### src/rtl/muldiv_unit.sv
// rtl/muldiv_unit.sv - iterative 32x32 multiply/divide unit with HI/LO registers
// Magnitude-based shift-add multiply and restoring divide, sign fix-up in a final cycle.
module muldiv_unit (
    input  logic        clk,
    input  logic        reset,
    input  logic        start,
    input  logic [1:0]  op,
    input  logic [31:0] a,
    input  logic [31:0] b,
    input  logic        hi_we,
    input  logic        lo_we,
    output logic [31:0] hi,
    output logic [31:0] lo,
    output logic        busy,
    output logic        done
);
    typedef enum logic [1:0] {IDLE, RUN, FIX} state_t;

    state_t      state_q;
    logic [4:0]  cnt_q;
    logic        is_div_q;
    logic        sa_q, sb_q;
    logic [31:0] mb_q;
    logic [63:0] p_q, p_d;
    logic [31:0] hi_q, lo_q;
    logic        busy_q, done_q;

    logic        a_neg, b_neg;
    logic [31:0] a_mag, b_mag;
    logic [32:0] mul_sum, div_trial, div_diff;
    logic        div_ge, neg_res;
    logic [63:0] prod_fix;
    logic [31:0] quot_fix, rem_fix;

    always_comb begin
        a_neg     = ~op[0] & a[31];
        b_neg     = ~op[0] & b[31];
        a_mag     = a_neg ? (~a + 32'd1) : a;
        b_mag     = b_neg ? (~b + 32'd1) : b;
        // p_q holds {accumulator, multiplier} for multiply, {remainder, dividend/quotient} for divide
        mul_sum   = {1'b0, p_q[63:32]} + (p_q[0] ? {1'b0, mb_q} : 33'd0);
        div_trial = {p_q[63:32], p_q[31]};
        div_ge    = (div_trial >= {1'b0, mb_q});
        div_diff  = div_trial - {1'b0, mb_q};
        p_d       = is_div_q ? {(div_ge ? div_diff[31:0] : div_trial[31:0]), p_q[30:0], div_ge}
                             : {mul_sum, p_q[31:1]};
        neg_res   = sa_q ^ sb_q;
        prod_fix  = neg_res ? (~p_q + 64'd1) : p_q;
        // divisor of zero yields all-ones quotient; remainder already equals the dividend
        quot_fix  = (mb_q == 32'd0) ? 32'hFFFF_FFFF
                                    : (neg_res ? (~p_q[31:0] + 32'd1) : p_q[31:0]);
        rem_fix   = sa_q ? (~p_q[63:32] + 32'd1) : p_q[63:32];
    end

    always_ff @(posedge clk) begin
        if (reset) begin
            state_q  <= IDLE;
            cnt_q    <= 5'd0;
            is_div_q <= 1'b0;
            sa_q     <= 1'b0;
            sb_q     <= 1'b0;
            mb_q     <= 32'd0;
            p_q      <= 64'd0;
            hi_q     <= 32'd0;
            lo_q     <= 32'd0;
            busy_q   <= 1'b0;
            done_q   <= 1'b0;
        end else begin
            done_q <= 1'b0;
            case (state_q)
                IDLE: begin
                    if (start) begin
                        state_q  <= RUN;
                        busy_q   <= 1'b1;
                        cnt_q    <= 5'd0;
                        is_div_q <= op[1];
                        sa_q     <= a_neg;
                        sb_q     <= b_neg;
                        mb_q     <= op[1] ? b_mag : a_mag;
                        p_q      <= {32'd0, (op[1] ? a_mag : b_mag)};
                    end else begin
                        if (hi_we) hi_q <= a;
                        if (lo_we) lo_q <= a;
                    end
                end
                RUN: begin
                    p_q   <= p_d;
                    cnt_q <= cnt_q + 5'd1;
                    if (cnt_q == 5'd31) state_q <= FIX;
                end
                FIX: begin
                    if (is_div_q) begin
                        hi_q <= rem_fix;
                        lo_q <= quot_fix;
                    end else begin
                        hi_q <= prod_fix[63:32];
                        lo_q <= prod_fix[31:0];
                    end
                    busy_q  <= 1'b0;
                    done_q  <= 1'b1;
                    state_q <= IDLE;
                end
                default: state_q <= IDLE;
            endcase
        end
    end

    assign hi   = hi_q;
    assign lo   = lo_q;
    assign busy = busy_q;
    assign done = done_q;
endmodule
### config.mk
export PLATFORM = sky130hd
export DESIGN_NAME = muldiv_unit
export DESIGN_NICKNAME = d
export VERILOG_FILES = /design/src/rtl/muldiv_unit.sv
export SDC_FILE = /design/constraint.sdc
export NUM_CORES = 1
export LEC_CHECK = 0
export ABC_AREA = 1
export ABC_CLOCK_PERIOD_IN_PS = 2900
export CAP_MARGIN = 25
export CORE_MARGIN = 2
export CORE_UTILIZATION = 35
export CTS_CLUSTER_DIAMETER = 80
export DETAILED_ROUTE_END_ITERATION = 16
export MAX_ROUTING_LAYER = met4
export PLACE_DENSITY = 0.5
export SLEW_MARGIN = 20
export SYNTH_ARGS = -nofsm -noshare
export SYNTH_HDL_FRONTEND = slang
export SYNTH_SLANG_ARGS = --single-unit
### constraint.sdc
create_clock -name clk -period 2.9 [get_ports clk]
set_clock_uncertainty 0.15 [all_clocks]
set_input_delay 0.87 -clock clk [delete_from_list [all_inputs] [get_ports clk]]
set_output_delay 0.87 -clock clk [all_outputs]
set_load 0.02 [all_outputs]
After elaboration in Yosys (flattened, before gate mapping)
Cells that the tools add are included.
Widths: inputs -> output; s select.
Storage, ports and cells
  register bits after elaboration: 172
  bits of input ports: 71
  output and inout bits: 66
  logic and storage cells: 76
Cells by class
  add/sub/neg operators: 8
  order comparisons: 1
  eq/ne operators: 8
  multiplexer cells: 29
  bitwise operators: 9
  reductions and logical operators: 10
Operators by type and width (number)
  $mux 32: 15
  $mux 64: 3
  $add 32x1->32 const B: 4
  $not 32->32: 4
  $pmux 32 s2: 2
  $pmux 64 s2: 1
  $add 64x1->64 const B: 1
  $not 64->64: 1
  $add 32x32->33: 1
  $ge 33x32->1: 1
  $logic_not 32->1: 1
  $sub 32x32->32: 1
  $ne 2x2->1 const B: 5
  $pmux 5 s2: 1
  $reduce_and 2->1: 4
  $reduce_and 3->1: 2
  $add 5x1->5 const B: 1
  $eq 5x5->1 const B: 1
  $mux 5: 1
  $mux 2: 2
  $pmux 2 s2: 1
  $reduce_bool 2->1: 2
  $and 1x1->1: 2
  $eq 2x1->1 const B: 1
  6 further kinds: 7

Logic depth before layout (Yosys ltp)
Gate-level depths: netlist of run 1.
  depth after elaboration: 6
  gate-level depth with buffers: 20
  gate-level depth less buffers: 19

Worst setup path after synthesis of run 1
OpenSTA, ideal clock, no wires.
  path type: reg-to-reg
  start: reg p_q[0]
  end: reg p_q[61]
  library setup time: 132 ps
  arrival time: 2342 ps
  data required time: 2618 ps
  setup slack: 276 ps
  stages on the path, launching flop included: 20
  path buffers: 2
  clock period less this slack: 2624 ps
  cell sequence: dfxtp_1 buf_6 clkbuf_1 nand2_1 inv_1 ha_1 inv_1 fa_1 nor2_1 nor2_1 o21ai_0 nand2_1 nand2_1 nand2_1 nand3_1 nand3_1 nand2_1 inv_1 nand2_1 a21oi_1
Between the ends
  cells in the longest elaborated chain, start to end: 4
Ends and longest elaborated chain
  start, declared: RTL line 24  | logic [63:0] p_q, p_d;
  start signal, assigned: RTL line 80  | p_q <= {32'd0, (op[1] ? a_mag : b_mag)};
  start signal, assigned: RTL line 87  | p_q <= p_d;
  $mux 32: RTL line 41  | mul_sum = {1'b0, p_q[63:32]} + (p_q[0] ? {1'b0, mb_q} : 33'd0);
  $add 32x32->33: RTL line 41
  $mux 64: RTL line 45  | p_d = is_div_q ? {(div_ge ? div_diff[31:0] : div_trial[31:0]), p_q[30:0], div_ge}
  $pmux 64 s2: RTL line 70  | case (state_q)
No other way between the ends.
A chain may end at the register's enable or synchronous reset.

Worst setup path in the final report of run 1
  start: reg mb_q[28]
  end: reg p_q[51]
Between the ends
  cells in the longest elaborated chain, start to end: 4
Ends and longest elaborated chain
  start, declared: RTL line 23  | logic [31:0] mb_q;
  start signal, assigned: RTL line 79  | mb_q <= op[1] ? b_mag : a_mag;
  $ge 33x32->1: RTL line 43  | div_ge = (div_trial >= {1'b0, mb_q});
  $mux 32: RTL line 45
  $mux 64: RTL line 45
  $pmux 64 s2: RTL line 70
No other way between the ends.

==> run summary, run 1 <==
The category of the most critical setup path was register to register. Broken down by cell family, the worst path's largest delay share belongs to simple AND/OR/NAND/NOR gates. In this run the power density over the cells is 424 nW/um2. Counting instances in the post-synthesis netlist gives the leading cell types as nand2_1 (986), inv_1 (452), nand3_1 (353). Of the cells placed in the final design, the portion with a size suffix greater than 1 is 15.8%. The startpoint identified for the worst register-to-register timing path is mb_q[28]$_SDFFE_PP0P_. The share of the Yosys chip area taken by registers is 19.0%.

In the routed layout, each cell is associated on average with a via count of 5.43. The number of DRC violations after detailed routing is 0, and the synthesized area divided by synthesized cell count is 5.50 um2. Walking the worst path, the cells encountered are inv_1, ha_1, nand2_1, nor3_2, nand3b_1, nand2_1, nor2_4, nand2_8, nand3b_1, nand2_1, nor2_1, nor2_1, nor2_1.

The combinational share of power is 48.4%. Clock tree synthesis selected as its root buffer the cell clkbuf_16. Counting along the longest clock path gives a buffer depth of 2.

The share of total power dissipated in the clock network is 24.8%. The area growth from synthesis to layout is 31.5%. The level count of the clock H-tree was 4. In this run the most used layer during global routing was met2. In the global route stage, met3 resource usage came out at 5.22%. The worst ir drop on vdd is 508 uV, and the global-route usage over all layers is 37.2%.

The first global-routing pass estimated 143 mm of wire. Cell at the slowest stage of the critical path: ha_1. The beginning of the critical path was mb_q[28]$_SDFFE_PP0P_. The logs give 3429 for the total nets after synthesis and 11.9 nW for the reported leakage power. In the final design database the tool counted 3851 nets. After detailed routing, the total wire length is 98.7 mm. Internal power component: 5.55 mW.

The worst-case reg-to-reg path depth works out to 13. Yosys attributes the largest share of cell area to nand2_1 (20%), dfxtp_1 (19%), nand3_1 (9.8%). For this run, global-route usage on met1 was measured as 49.8%.

Setup repair after global routing could not meet its margin everywhere. The count of final setup violators was 1; the number of buffers and inverters on the critical path was 1. The run gives 21.8k as the number of global-route vias before repair. The run gives 3286 as the gate count after technology mapping. Entering global routing, the biggest net connects 109 pins.

The run gives 2771 as the violation count after the first detailed-route iteration. The synthesized netlist occupies a cell area of 18100 um2. The flow ran to the end, but the final reports show violations. The global routing usage on met2 was 55.9%.

The maximum single-stage delay on the critical path works out to 0.46 ns. The total vias in the final route is 23.9k. The share of the clock period used by the worst path after layout was 100%; the peak fanout along the critical path was 17.

The count of hold buffers inserted by post-cts repair was 0. The remaining global-route overflow came out at 0. The placer's final routability congestion estimate came out at 1.02. The run gives 83 as the row count. Across the run, the number of max-cap violations was 0. The tools report the count of TritonRoute iterations in the first routing pass as 6. The setup total negative slack is -0.0108 ns.

In this run, CTS created clock tree buffers numbering 17. The wire length per cell after detailed routing came out at 22.4 um. In this run the horizontal extent of the chip is 231 um. Type of origin of the critical path: a register. The worst flop-to-flop path endpoint is p_q[51]$_SDFFE_PP0P_. The vertical die dimension is 231 um, and the switching share of power is 45.0%. For this run, the number of Yosys warnings is 0.

Endpoint of the worst hold path: cnt_q[3]$_SDFFE_PP0P_. The tools report the total clock sinks as 172. The checks that failed: negative setup slack. The proportion of register bits with asynchronous set or reset after synthesis works out to 0%. For the pin with the worst max-slew slack, the measured transition is 0.656 ns. The share of synthesized area in the top cell type comes to 20.5%. The synthesis-stage register bit count is 172, and the clock-pin transition on the worst setup and hold timing paths is 0.07 ns.

For the core box area, the log shows 51200 um2. The worst path required time is 3.10 ns. The run gives 1 as the number of antenna violations at the first check in global routing. For the number of pins with negative max-slew slack in the final report, the log shows 0.

The clock network latency to the later pin of the worst-skew pair is 0.49 ns, and the count of input and output buffers is 136. The headroom to the max-slew limit came out at 56.2%. The run gives 56 as the post-synthesis cell type count. The largest area contributor in the synthesized netlist was nand2_1.

The die outline area was 53500 um2. The critical path endpoint category was a register. The critical path data arrival time was 3.12 ns; the initial cell density of the core was 35.3%. Sequential cells account for 26.8% of the total power. The least setup slack across all paths after layout is -0.0108 ns. The worst hold path begins at cnt_q[3]$_SDFFE_PP0P_. The highest attainable clock frequency is 344 MHz. The register-to-register path setup slack is -0.01 ns, and the number of instances on the worst hold path is 2. The most common cell in the synthesized netlist is nand2_1. In this run, synthesis inferred 0 flip-flops with an integrated enable.

The reported net switching power came out at 4.53 mW. For this design the top-level I/O count stands at 137. Among all flip-flop cells after synthesis, the most frequent one is dfxtp_1. The worst hold path belongs to the class register to register. After legalization and detailed placement, the total HPWL measured 81.0 mm.

Once detail routing completed, the nets flagged for antenna violations numbered 0. For the finished layout, the period the worst path requires is 2.91 ns. TritonCTS built the clock tree. The number of hold-slack violations in the final timing report was 0; the utilization of the core after routing was 46.4%.
sequential cells by signal, indices dropped and copies added, names as in the netlist:
register / cells
p_q: 64
sb_q: 1
is_div_q: 1
lo: 32
cnt_q: 5
done: 1
mb_q: 32
busy: 1
hi: 32
sa_q: 1
state_q: 2
placed cells by master, fill, tap and decap left out, drive strengths merged, types with 3 or more instances in the layout:
master           n
a21oi          240
nand3          361
a22oi            7
xnor2            8
and3             3
o21ai          279
nor2           290
o31ai            5
clkbuf          19
inv            474
xor2            56
nand4           44
o21bai          10
a31oi           14
and2             4
clkinv           4
nand2          993
buf            401
nand3b          10
ha              70
o221ai           7
nor4            11
or2             12
clkdlybuf4s50  135
nor3            37
o211ai          30
dfxtp          172
a21boi           3
final cells by class:
| cell class | instances | area [um2] |
|---|---|---|
| tap | 680 | 851 |
| inverter | 468 | 1760 |
| fill | 5565 | 27400 |
| clock buffer | 18 | 439 |
| antenna | 1 | 2.50 |
| clock inverter | 13 | 153 |
| timing repair buffer | 537 | 4550 |
| multi-input combinational | 2512 | 12600 |
| sequential | 172 | 3450 |
cells by family (layout without fill, tap and decap cells):
family | count (synthesis) | count (layout) | synth area share (%)
AOI/OAI and AO/OA | 608 | 608 | 18.3
DFF | 172 | 172 | 19.0
adders and majority gates | 72 | 72 | 5.07
other | 0 | 1 | 0
and+or+nand+nor | 1768 | 1768 | 41.5
buffers and inverters | 602 | 1036 | 12.9
xor gates and xnor gates | 64 | 64 | 3.10
metal layers:
metal  part of all wire (%)  up-vias  routed length (um)
li1                       -    11500                   -
met4                    4.4        0                4360
met2                     44     1103               43100
met5                      0        -                   0
met1                     44    11100               43200
met3                    8.2      167                8050
power groups by stage:
stage          sequential, mW  combinational, mW  clock (mW)
3_5_place_dp             2.74               4.71           0
2_1_floorplan            2.73               2.59           0
3_3_place_gp             2.74               4.71           0
5_1_grt                  2.71               5.27        2.61
4_1_cts                  2.69               4.73        2.51
6_report                 2.70               4.88        2.50
tightest hold or removal path, cell delays in order, from the launching register on:
cell,delay [ns]
dfxtp_1,0.31
nand2_1,0.06
a21oi_1,0.06
per-stage QoR:
stage	hold WS, ns	cell area [um2]	instances	worst slack, ns	power, mW
2_1_floorplan	0.294	18100	3286	0.276	5.32
3_3_place_gp	0.302	22900	4367	-0.434	7.45
3_5_place_dp	0.311	22900	4367	-0.363	7.45
4_1_cts	0.321	23500	4398	0.00337	9.93
5_1_grt	0.337	23800	4401	-0.00611	10.6
6_report	0.317	23800	4401	-0.0108	10.1
what timing repair did:
action / CTS / global route
endpoints found under the setup margin: 3 / 34
setup buffers: 0 / 1
gates cloned: 0 / 1
pin swaps: 0 / 4
gates resized for setup: 3 / 81
worst max-delay path by stage:
| stage | to | slack (ns) | depth (start not counted) |
|---|---|---|---|
| finish | p_q[51]$_SDFFE_PP0P_ | -0.01 | 13 |
| CTS | p_q[51]$_SDFFE_PP0P_ | 0.003 | 13 |
| floorplan | p_q[61]$_SDFFE_PP0P_ | 0.28 | 19 |
| global route | p_q[61]$_SDFFE_PP0P_ | -0.006 | 19 |
| global placement | p_q[6]$_SDFFE_PP0P_ | -0.43 | 11 |
| detailed placement | p_q[6]$_SDFFE_PP0P_ | -0.36 | 11 |
(Power assumes the default switching activity.)
==> inputs of run 2 (changes only) <==
CTS_BUF_LIST = sky130_fd_sc_hd__clkbuf_2   (was default)
==> run 2 against run 1 <==
Effect of this change:
- die area did not move
- the flow now finishes without violations
- register-to-register slack improved by 0.04 ns
- first-iteration DRC count decreased by 3.0%
- largest cell class unchanged
- count of clock-buffer cells in the layout decreased by 1
- sequential power about the same
- largest power group unchanged
- wire length rose by 0.17%
- critical path depth rose by 1
- non-clock buffer count grew 6
==> run summary, run 2 (synthesized netlist as in run 1, its figures left out) <==
The run finished with clean final reports. For the share of power burned in registers, the log shows 29.6% (+2.8 points). The combinational share of power was 53.9% (+5.5 points). The top-level I/O count is 137 (unchanged), and the global-route usage over all layers is 37.2% (about the same). The register area came out at 3480 um2 (+0.83%). The number of violations of the max-capacitance limit was 0 (unchanged); the total vias in the final route was 23.9k (-0.096%). The critical path data arrival time is 3.66 ns (+0.54 ns). The critical path endpoint category was a register.

Number of global-route vias before repair: 21.8k (+0.078%). The pin count of the biggest net entering global routing was 109 (unchanged); the horizontal die dimension was 231 um (unchanged). The initial cell density of the core was 35.3% (unchanged). TritonCTS built the clock tree. For hold timing, the worst endpoint is lo[13]$_SDFFE_PP0P_. The clock-pin transition on the worst setup and hold timing paths works out to 0.31 ns (+0.24 ns). The clock network latency to the later pin of the worst-skew pair came out at 1.06 ns (+0.57 ns).

The setup total negative slack came out at 0 ns (+0.0108 ns). The worst ir drop on vdd is 277 uV (-46%). The number of placed cells counting well taps was 4367 (unchanged); the reported net switching power was 4.47 mW (-1.4%).

The area growth from synthesis to layout is 30.4%. The final total power is 9.17 mW (-9.1%). The number of DRC violations after detailed routing is 0 (unchanged), and the via density per instance is 5.41 (-0.32%).

The tools report the type of origin of the critical path as a register. The worst hold path belongs to the class primary input to register. The startpoint of the worst-slack reg-to-reg timing path is mb_q[28]$_SDFFE_PP0P_. The worst-case reg-to-reg path depth works out to 14 (+1). The number of hold-slack violations in the final timing report is 0 (unchanged), and the number of flip-flops under the largest register name is 64 (unchanged). The share of the clock period used by the worst path after layout came out at 99.0% (-1.4 points). The run gives 17 (unchanged) as the number of buffers created by CTS. Headroom to the max-slew limit: 45.1% (-11 points).

The wire length per cell after detailed routing is 22.4 um (about the same). For the level count of the clock H-tree, the log shows 4 (unchanged). The logs give 2 (+1) for the number of antenna violations at the first check in global routing and 4411 (+0.23%) for the post-route non-filler standard cell count.

The logs give 3.69 ns (+0.59 ns) for the worst path required time and 0 (-1) for the count of final setup violators. The logs give 348 MHz (+1.4%) for the highest attainable clock frequency and 0.03 ns (+0.04 ns) for the register-to-register path setup slack. More flip-flops sit in one register than any other, and that register is p_q. The run gives 143 mm (-0.11%) as the first-pass GRT wire length. The shortest clock period the worst path allows after layout is 2.87 ns (-0.0410 ns). The slew at the pin with the worst max-slew slack works out to 0.824 ns (+0.168 ns). The number of instances on the worst hold path was 3 (+1). The reported leakage power was 11.9 nW (+0.35%). The core box area came out at 51200 um2 (unchanged). The root buffer cell chosen for the clock tree is clkbuf_2.

The tools report the violation count after the first detailed-route iteration as 2687 (-3.0%). The critical path is of the register to register type. The detailed placement HPWL came out at 81.0 mm (unchanged). The total clock sinks was 172 (unchanged); the remaining global-route overflow was 0 (unchanged).

Number of pins with negative max-slew slack in the final report: 0 (unchanged). The startpoint identified for the worst hold timing path is reset. The tools report the relative contribution of the clock network to total power as 16.5% (-8.3 points).

Routed wire length: 98.9 mm (+0.17%). Setup repair after global routing could not meet its margin everywhere. In this run the critical register-to-register path is captured at p_q[51]$_SDFFE_PP0P_. The logs give 0 (unchanged) for the number of nets with antenna violations after routing and 53500 um2 (unchanged) for the die outline area. The count of hold buffers inserted by post-cts repair came out at 0 (unchanged). Leaving out fill and tap cells, the most frequent cells in the layout are nand2_1 (973), inv_1 (443), buf_4 (392), nand3_1 (344), nor2_1 (259). The fraction of layout cells with a size suffix above 1 was 17.4% (+1.6 points). The library cell used most frequently in the layout, excluding fill and tap cells, is nand2_1.

The peak fanout along the critical path came out at 8 (-9). The count of input and output buffers works out to 136 (unchanged). The placer's final routability congestion estimate is 1.02 (unchanged), and the final-layout fill cell count is 5604 (+0.70%). For the count of TritonRoute iterations in the first routing pass, the log shows 6 (unchanged). The vertical die dimension is 231 um (unchanged). Multi-input combinational cell area: 12700 um2 (+0.61%).

The internal power component was 4.70 mW (-15%); the switching share of power was 48.8% (+3.8 points). The number of nets in the layout was 3858 (+0.18%); the power per cell area was 389 nW/um2 (-8.3%). The row count is 83 (unchanged), and the number of buffers on the longest clock path is 2 (unchanged).
## run 2: changes by cell type in the layout (fill, tap and decap cells not counted), sizes merged
cell,delta
nand2,+1
buf,+7
dlygate4sd2,+27
clkinv,+1
clkdlybuf4s15,+39
clkdlybuf4s50,-66
clkbuf,-2
diode,+3
## run 2: area by class of cell
type                    instances  area share [%]
multi-input cells            2513            53.6
repair buffers                543            19.5
flip-flops and latches        172            14.8
inverters                     468            7.46
well taps                     680            3.61
clock inverters                14           0.663
clock buffers                  17           0.361
diodes                          4          0.0424
## run 2: worst max path at each step
stage / start / end / slack (ns) / cells past startpoint
after floorplan: p_q[0]$_SDFFE_PP0P_ / p_q[61]$_SDFFE_PP0P_ / 0.28 / 19
after global placement: a[31] / p_q[6]$_SDFFE_PP0P_ / -0.43 / 11
after detailed placement: a[31] / p_q[6]$_SDFFE_PP0P_ / -0.36 / 11
after CTS: hi[20]$_SDFFE_PP0P_ / hi[20] / 0.0004 / 1
after global routing: p_q[0]$_SDFFE_PP0P_ / p_q[54]$_SDFFE_PP0P_ / -0.03 / 19
final: mb_q[28]$_SDFFE_PP0P_ / p_q[51]$_SDFFE_PP0P_ / 0.03 / 14
## run 2: repair_timing
item,CTS,global route
gates cloned,0,1
buffers inserted,0,8
endpoints found under the setup margin,75,32
hold endpoints to repair,0,0
gates resized for setup,139,109
pin swaps,0,7
## run 2: per-stage QoR
stage / instance area, um2 / hold slack [ns] / setup WS, ns / utilization, %
final: 23600 / 0.142 / 0.0302 / 46.1
after global routing: 23600 / 0.0823 / -0.0330 / 46.1
after CTS: 23200 / 0.0299 / 0.000378 / 45.3
after detailed placement: 22900 / 0.311 / -0.363 / 44.8
after global placement: 22900 / 0.302 / -0.434 / 44.8
after floorplan: 18100 / 0.294 / 0.276 / -
## run 2: critical path, stage by stage (launching register included)
cell,delay [ns]
dfxtp_1,0.44
inv_1,0.12
ha_2,0.43
nand2_1,0.19
nor3_2,0.25
nand3b_1,0.16
nand2_2,0.13
nor2_4,0.05
buf_4,0.15
nand2_8,0.11
nand3b_1,0.23
nand2_1,0.14
nor2_1,0.05
nor2_1,0.10
nor2_1,0.05
## run 2: per-layer routing
metal / global-route usage [%] / vias up / share of wire, %
met5: - / - / 0
met4: 16.3 / 0 / 4.6
met3: 5.72 / 168 / 7.9
met2: 55.7 / 1070 / 44
met1: 49.3 / 11100 / 44
li1: - / 11500 / -
## run 2: power by group through the flow
stage	clock network (mW)	registers (mW)	logic, mW
2_1_floorplan	0	2.73	2.59
6_report	1.52	2.71	4.94
4_1_cts	1.54	2.70	4.71
5_1_grt	1.61	2.72	5.33
3_3_place_gp	0	2.74	4.71
3_5_place_dp	0	2.74	4.71
